`config.mk`:
```
export PLATFORM = sky130hd
export DESIGN_NAME = lsu_dmem_arbiter
export DESIGN_NICKNAME = d
export VERILOG_FILES = /design/src/rtl/lsu_dmem_arbiter.sv
export SDC_FILE = /design/constraint.sdc
export NUM_CORES = 1
export LEC_CHECK = 0
export CORE_MARGIN = 2
export CORE_UTILIZATION = 27
export CTS_BUF_LIST = sky130_fd_sc_hd__clkbuf_4
export DETAILED_ROUTE_END_ITERATION = 6
export GPL_ROUTABILITY_DRIVEN = 0
export HOLD_SLACK_MARGIN = 0.08
export PLACE_DENSITY = 0.71
export SYNTH_ARGS = -nofsm -noshare
export SYNTH_HDL_FRONTEND = slang
export SYNTH_SLANG_ARGS = --single-unit
```
`constraint.sdc`:
```
create_clock -name clock_i -period 1.76 [get_ports clock_i]
set_clock_uncertainty 0.05 [all_clocks]
set_input_delay 0.352 -clock clock_i [delete_from_list [all_inputs] [get_ports clock_i]]
set_output_delay 0.352 -clock clock_i [all_outputs]
set_load 0.005 [all_outputs]
```
`src/rtl/lsu_dmem_arbiter.sv`:
```
// Shares one single-port, synchronous-read data memory between the two LSU lanes.
// A bundle with two memory ops is serialised lane 0 first, and the pipeline stalls until the bundle completes.
module lsu_dmem_arbiter #(
    parameter int ADDR_W = 10
) (
    input  logic              clock_i,
    input  logic              reset_ni,

    input  logic              req0_i,
    input  logic              we0_i,
    input  logic [31:0]       addr0_i,
    input  logic [31:0]       wdata0_i,
    input  logic [3:0]        wmask0_i,

    input  logic              req1_i,
    input  logic              we1_i,
    input  logic [31:0]       addr1_i,
    input  logic [31:0]       wdata1_i,
    input  logic [3:0]        wmask1_i,

    output logic [ADDR_W-1:0] dmem_addr_o,
    output logic              dmem_re_o,
    output logic              dmem_we_o,
    output logic [3:0]        dmem_wmask_o,
    output logic [31:0]       dmem_wdata_o,
    input  logic [31:0]       dmem_rdata_i,

    output logic [31:0]       rdata0_o,
    output logic [31:0]       rdata1_o,
    output logic              mem_stall_o,

    output logic [1:0]        dbg_state_o
);

    localparam logic [1:0] ST_IDLE   = 2'd0;
    localparam logic [1:0] ST_SECOND = 2'd1;
    localparam logic [1:0] ST_DRAIN  = 2'd2;

    logic [1:0]  state_q, state_d;
    logic [31:0] cap0_q, cap0_d;

    logic        load0, load1, dual;
    logic        issue, issue_lane1;

    logic        sel_we;
    logic [31:0] sel_addr;
    logic [31:0] sel_wdata;
    logic [3:0]  sel_wmask;

    // Only the word-address bits reach the memory; byte offset is resolved by mask and writeback.
    logic        unused_addr_bits;
    assign unused_addr_bits = ^{addr0_i[31:ADDR_W+2], addr0_i[1:0],
                                addr1_i[31:ADDR_W+2], addr1_i[1:0]};

    // The pipeline holds these inputs stable through the whole bundle, DRAIN included.
    assign load0 = req0_i & ~we0_i;
    assign load1 = req1_i & ~we1_i;
    assign dual  = req0_i & req1_i;

    always_comb begin
        state_d     = state_q;
        cap0_d      = cap0_q;
        issue       = 1'b0;
        issue_lane1 = 1'b0;
        mem_stall_o = 1'b0;
        rdata0_o    = 32'd0;
        rdata1_o    = 32'd0;
        case (state_q)
            ST_IDLE: begin
                if (req0_i || req1_i) begin
                    issue       = 1'b1;
                    issue_lane1 = ~req0_i;
                    mem_stall_o = 1'b1;
                    state_d     = dual ? ST_SECOND : ST_DRAIN;
                end
            end
            ST_SECOND: begin
                issue       = 1'b1;
                issue_lane1 = 1'b1;
                mem_stall_o = 1'b1;
                cap0_d      = load0 ? dmem_rdata_i : 32'd0;
                state_d     = ST_DRAIN;
            end
            ST_DRAIN: begin
                // The last-issued lane's data arrives now; a dual bundle's lane 0 data was captured in SECOND.
                rdata1_o = load1 ? dmem_rdata_i : 32'd0;
                if (dual) begin
                    rdata0_o = load0 ? cap0_q : 32'd0;
                end else begin
                    rdata0_o = load0 ? dmem_rdata_i : 32'd0;
                end
                state_d = ST_IDLE;
            end
            default: begin
                state_d = ST_IDLE;
            end
        endcase
    end

    always_comb begin
        sel_we    = issue_lane1 ? we1_i    : we0_i;
        sel_addr  = issue_lane1 ? addr1_i  : addr0_i;
        sel_wdata = issue_lane1 ? wdata1_i : wdata0_i;
        sel_wmask = issue_lane1 ? wmask1_i : wmask0_i;

        dmem_re_o    = 1'b0;
        dmem_we_o    = 1'b0;
        dmem_wmask_o = 4'd0;
        dmem_wdata_o = 32'd0;
        dmem_addr_o  = '0;
        if (issue) begin
            dmem_addr_o = sel_addr[ADDR_W+1:2];
            dmem_re_o   = ~sel_we;
            dmem_we_o   = sel_we;
            if (sel_we) begin
                dmem_wmask_o = sel_wmask;
                dmem_wdata_o = sel_wdata;
            end
        end
    end

    always_ff @(posedge clock_i or negedge reset_ni) begin
        if (!reset_ni) begin
            state_q <= ST_IDLE;
            cap0_q  <= 32'd0;
        end else begin
            state_q <= state_d;
            cap0_q  <= cap0_d;
        end
    end

    assign dbg_state_o = state_q;

endmodule

```
==> Word level (Yosys, flattened, before mapping) <==
Cells that the tools add are included.
{ "word_totals": {"input_bits": 174, "output_inout_bits": 115, "register_bits": 34, "word_cells": 38} }
{ "op_classes": {"n_eq_ne": 3, "n_reduce_logical": 2, "bitwise": 7, "muxes": 24} }
{ "op_table": {"columns": ["op", "count"], "rows": [
  ["32-bit two-way mux", 9],
  ["12-bit two-way mux", 1],
  ["4-bit two-way mux", 3],
  ["10-bit two-way mux", 1],
  ["1-bit two-way mux", 5],
  ["2-bit two-way mux", 2],
  ["1-bit inverter", 4],
  ["1-bit case mux with 2 select lines", 2],
  ["2-bit case mux with 2 select lines", 1],
  ["1-bit bitwise AND", 3],
  ["2-bit by 1-bit == test with 1-bit output (second input constant)", 1],
  ["2-bit == test (second input constant)", 1],
  ["2-bit logical NOT", 1],
  ["2-bit inequality test (second input constant)", 1],
  ["1-bit logical OR", 1]
]} }

==> Longest topological paths before layout <==
Gate-level depths: netlist of the first run.
{ "logic_depth": {"depth_word": 6, "mapped_depth": 6, "ltp_nobuf": 3} }

==> Least setup slack after synthesis of the first run <==
OpenSTA, ideal clock, no wires.
{ "synth_timing": {"kind": "register -> output", "startpoint": "reg state_q[0], in the netlist dbg_state_o[0]", "endpoint": "out dmem_wdata_o[15]", "path_buffers": 1, "required_ns": 1.358, "arrival_time_ns": 1.302, "path_stages_with_launch": 5, "setup_slack_ns": 0.056, "path_cell_list": "dfrtp_1 > and2b_1 > nand2_2 > buf_2 > a221oi_1"} }
{ "synth_between": {"elab_chain_cells": 5, "word_cells_on_any_way": 8, "classes_between": "1 x eq/ne; 6 x mux; 1 x reduce/logical"} }
{ "synth_lines": {"columns": ["item", "line", "text"], "rows": [
  ["start, declared", "39", "logic [1:0] state_q, state_d;"],
  ["start signal, assigned", "127", "state_q <= state_d;"],
  ["2-bit by 1-bit == test with 1-bit output / 2-bit logical NOT (equally long branches)", "68", "case (state_q)"],
  ["1-bit case mux with 2 select lines", "68", null],
  ["32-bit two-way mux / 1-bit two-way mux (equally long branches)", "103, 101", null],
  ["32-bit two-way mux", "115", "if (sel_we) begin"],
  ["32-bit two-way mux *", "111", "if (issue) begin"],
  ["end, declared", "25", "output logic [31:0] dmem_wdata_o,"]
]} }
Mark *: on every way between the ends. The rest lies on a longest branch, timed or not.

==> Final worst setup path of the first run <==
{ "layout_timing": {"startpoint": "reg state_q[0], in the netlist dbg_state_o[0]", "endpoint": "out rdata0_o[13]"} }
{ "layout_between": {"elab_chain_cells": 2} }
{ "layout_lines": {"columns": ["item", "line", "text"], "rows": [
  ["2-bit == test", "68", null],
  ["32-bit two-way mux", "68", null],
  ["end, declared", "28", "output logic [31:0] rdata0_o,"]
]} }
Every way passes these cells.

==> results of run 1 <==
-- how the worst max path moves through the flow --
stage | start | to | slack [ns] | depth (start not counted)
final | dbg_state_o[0]$_DFFE_PN0P_ | rdata0_o[13] | -0.54 | 8
after global placement | req0_i | dmem_wdata_o[2] | -0.96 | 6
after detailed placement | req0_i | dmem_wdata_o[2] | -1.04 | 6
after global routing | dbg_state_o[0]$_DFFE_PN0P_ | dmem_wdata_o[11] | -0.62 | 6
after floorplan | dbg_state_o[0]$_DFFE_PN0P_ | dmem_wdata_o[15] | 0.06 | 4
after CTS | dbg_state_o[0]$_DFFE_PN0P_ | dmem_wdata_o[24] | -0.48 | 6
-- cell type report --
type                       instances  area, sq um  share of cell area [%]
clock buffer                       6        45.04                  0.6206
clock inverter                     1        7.507                  0.1034
inverter                           2        15.01                  0.2069
multi-input combinational        319         2766                   38.11
sequential                        34        853.3                   11.76
tap                              147        183.9                   2.534
timing repair buffer             329         3387                   46.66
-- critical path, delay by kind of cell (launching register included) --
family / cells / cell delay [ns]
buffers and inverters: 5 / 0.68
DFF: 1 / 0.44
and+or+nand+nor: 3 / 0.45
-- flip-flops by register name, indices dropped and copies added (netlist names) --
| signal | flops |
|---|---|
| cap0_q | 32 |
| dbg_state_o | 2 |
-- per-stage QoR --
step / power, mW / TNS (ns) / util [%] / std cells
3_3_place_gp: 2.481 / -83.68 / 51.00 / 786
3_5_place_dp: 2.515 / -86.10 / 51.00 / 786
5_1_grt: 3.639 / -54.49 / 60.93 / 838
2_1_floorplan: 1.629 / 0 / - / 408
4_1_cts: 3.227 / -47.50 / 57.06 / 829
6_report: 3.455 / -47.27 / 60.93 / 838
-- per-layer routing --
layer  wire, um  vias up
met5          0        -
met4        516        0
met3       1246       36
met2       8558      201
met1       6542     2234
li1           -     2083
-- report_power, final --
part           switching, mW  internal [mW]  total [mW]
Sequential            0.0761          0.902       0.978
Combinational          0.890           1.14        2.03
Clock                  0.278          0.165       0.443
Total                   1.24           2.21        3.45
-- cell usage in the layout (no fill, tap or decap), types with 2 or more instances in the layout --
master / instances
clkdlybuf4s50_1: 127
buf_2: 71
buf_6: 57
nand3_1: 45
nor2b_1: 35
a221oi_2: 33
mux2i_1: 32
a22o_1: 32
dfrtp_1: 32
nor2_4: 31
buf_4: 28
and2_4: 25
o21ai_1: 23
buf_12: 19
o21ai_0: 17
and2_1: 7
a21oi_1: 6
clkbuf_4: 6
buf_16: 6
o21ai_2: 5
a21oi_2: 5
clkbuf_16: 5
dlygate4sd2_1: 5
buf_8: 5
a221oi_4: 3
bufbuf_16: 3
nand3_2: 2
nor2b_4: 2
o21ai_4: 2
and3b_1: 2
nand2b_1: 2
dfrtp_2: 2
clkbuf_2: 2
-- logic make-up (layout without fill, tap and decap cells) --
kind of cell,Yosys count,count (layout)
flops,34,34
buf+inv,55,338
compound gates,127,127
mux,32,32
simple gates,160,160
-- what timing repair did --
| item | 4_1_cts | 5_1_grt |
|---|---|---|
| buffers inserted | 24 | 7 |
| hold buffers | 0 | 0 |
| cloned | 12 | 7 |
| endpoints found under the setup margin | 115 | 115 |
| resized for setup | 551 | 158 |
| pin swaps | 23 | 41 |
| hold endpoints to repair | 0 | 0 |
==> impl_results.md, run 1 <==
- Die span in x: about 110 um
- Cell Chain, Critical Path: and2b_1 > buf_4 > nand3b_1 > buf_6 > buf_12 > buf_12 > nor2_4 > buf_2
- GRT Util Overall: 23.61%
- Worst R2R Start: dbg_state_o[1]$_DFFE_PN0P_
- Mapped Area: 3259 sq um
- RSZ-0062 raised after global routing: true
- DR pass1 iterations: 5
- Max-slew violation count: 0
- Post-synth top cells: nand3_1, o21ai_0, nor2b_1, a221oi_1, dfrtp_1
- Number of fill cells: 998
- Worst-margin pin slew: between 0.4 and 0.5 ns
- Seq cells post-synth: 34
- Grt met1 use: 28.28%
- Mux share of post-synthesis cell area: about a tenth
- Met2 global-route usage: 41.92%
- Largest net degree at the start of global routing: 38
- Slew margin rel.: 70.31%
- Syn_area_per_cell: ~8.0 sq um
- Proportion of layout cells with a drive suffix above 1: 46.31%
- Crit path DAT: around 1.9 ns
- Fmax: about 0.44 GHz
- Critical Path Most Common Cell: buf_12
- Fin nets: around 870
- Compound-cell area share of the yosys netlist: ~28%
- Share of Yosys cell area claimed by the top area cell type: between 20% and 30%
- First-pass GRT wire length: between 20000 and 25000 um
- Final setup violating endpoints: 115
- Xor/xnor share of the synthesized area: 0%
- H-tree depth: 2
- Iteration-0 DRC Markers: 256
- Boundary Pins: ~290
- Port bufs: roughly 240
- Failing checks: setup timing
- Antenna-violating nets left: 0
- CTS sink cnt: 34
- Die Ht: 113.9 um
- Initial antenna violation count: 0
- Crit. End Element: output port
- Synth-to-Final Area Change: 122.7%
- Worst VDD drop: approximately 0.3 mV
- Number of CTS-inserted buffers: 5
- Final Hold Fails: 0
- Clock buffer depth: 2
- Max-cap violation count: 0
- DR WL/cell: 20.12 um
- Status: complete, but fails checks
- Top FF cell, synth: dfrtp_1
- CTS tree: done
- GRT busiest layer: met2
- Design area: 7258 sq um
- Tcrit/Tclk final: 130.5%
- N_diodes: 0
- Synthesized instance count: about 410
- Syn nets: slightly below 600
- Number of library cell types mapped by synthesis: 32
- Critical path launch point type: flop
- CP Class: flop to output port
- Rows: 40
- Biggest area consumer among synthesized cells: dfrtp_1
- Pleak: around 3.2 nW
- FFs w/ async S/R, synth: 100.0%
- Reg2Reg Depth: 5
- Largest family of logic cells by synthesized area: compound AO/OA/AOI/OAI gates
- CP max-delay cell: dfrtp_2
- PnR worst setup slack: -0.5376 ns
- Number of synthesized flops with an enable pin: 0
- Sequential fraction of the synthesis area: between 20% and 30%
- Most instantiated library cell after synthesis: nand3_1
- PD cells: about 480 nW/um^2
- Hold WS: ~0.36 ns
- Vias in the first global route: 4591
- Total number of vias: between 4000 and 5000
- FF-to-FF End: cap0_q[2]$_DFFE_PN0N_
- Post-DP HPWL: ~10000 um
- Crit path required time: approximately 1.4 ns
- Mean number of vias per cell: ~5.4
- Min Tclk post-route: around 2.3 ns
- Placement Setup Slack: -1.038 ns
- Initial Util: 27.36%
- Post-Synth Adder-Cell Area: 0%
- Top cells by area, synth: dfrtp_1, mux2i_1, a221oi_1, a22o_1, nand3_1
- FF-to-FF setup slack: between 0.1 and 0.15 ns
- Area of the die: between 10000 and 15000 sq um
- Hold Path Class: input pin to async pin
- Critical path's largest stage delay: ~0.44 ns
- Grt ovf: 0
- Detailed Route WL: 16860 um
- Total core area: ~12000 sq um
- CTS Root Cell: clkbuf_4
- Clk pin slew, worst setup/hold paths: 0.11 ns
- Drc violations: 0
- Max FO, Critical Path: 8
- Post-synthesis simple-gate area fraction: between 20% and 30%
- Worst-skew pair later-pin latency: around 0.33 ns
- Global Route met3 Usage: between 5 and 6%
- Synthesis Warnings: 0
- Area after DPL: just over 6000 sq um
Note: power is estimated with default switching activity, not from simulation.
==> run 2: changes to the inputs <==
Settings changed: ABC_CLOCK_PERIOD_IN_PS set to 1760, SETUP_SLACK_MARGIN set to 0.02.
==> results of run 2 <==
The final DEF is identical to that of run 1; final timing and power are the same.
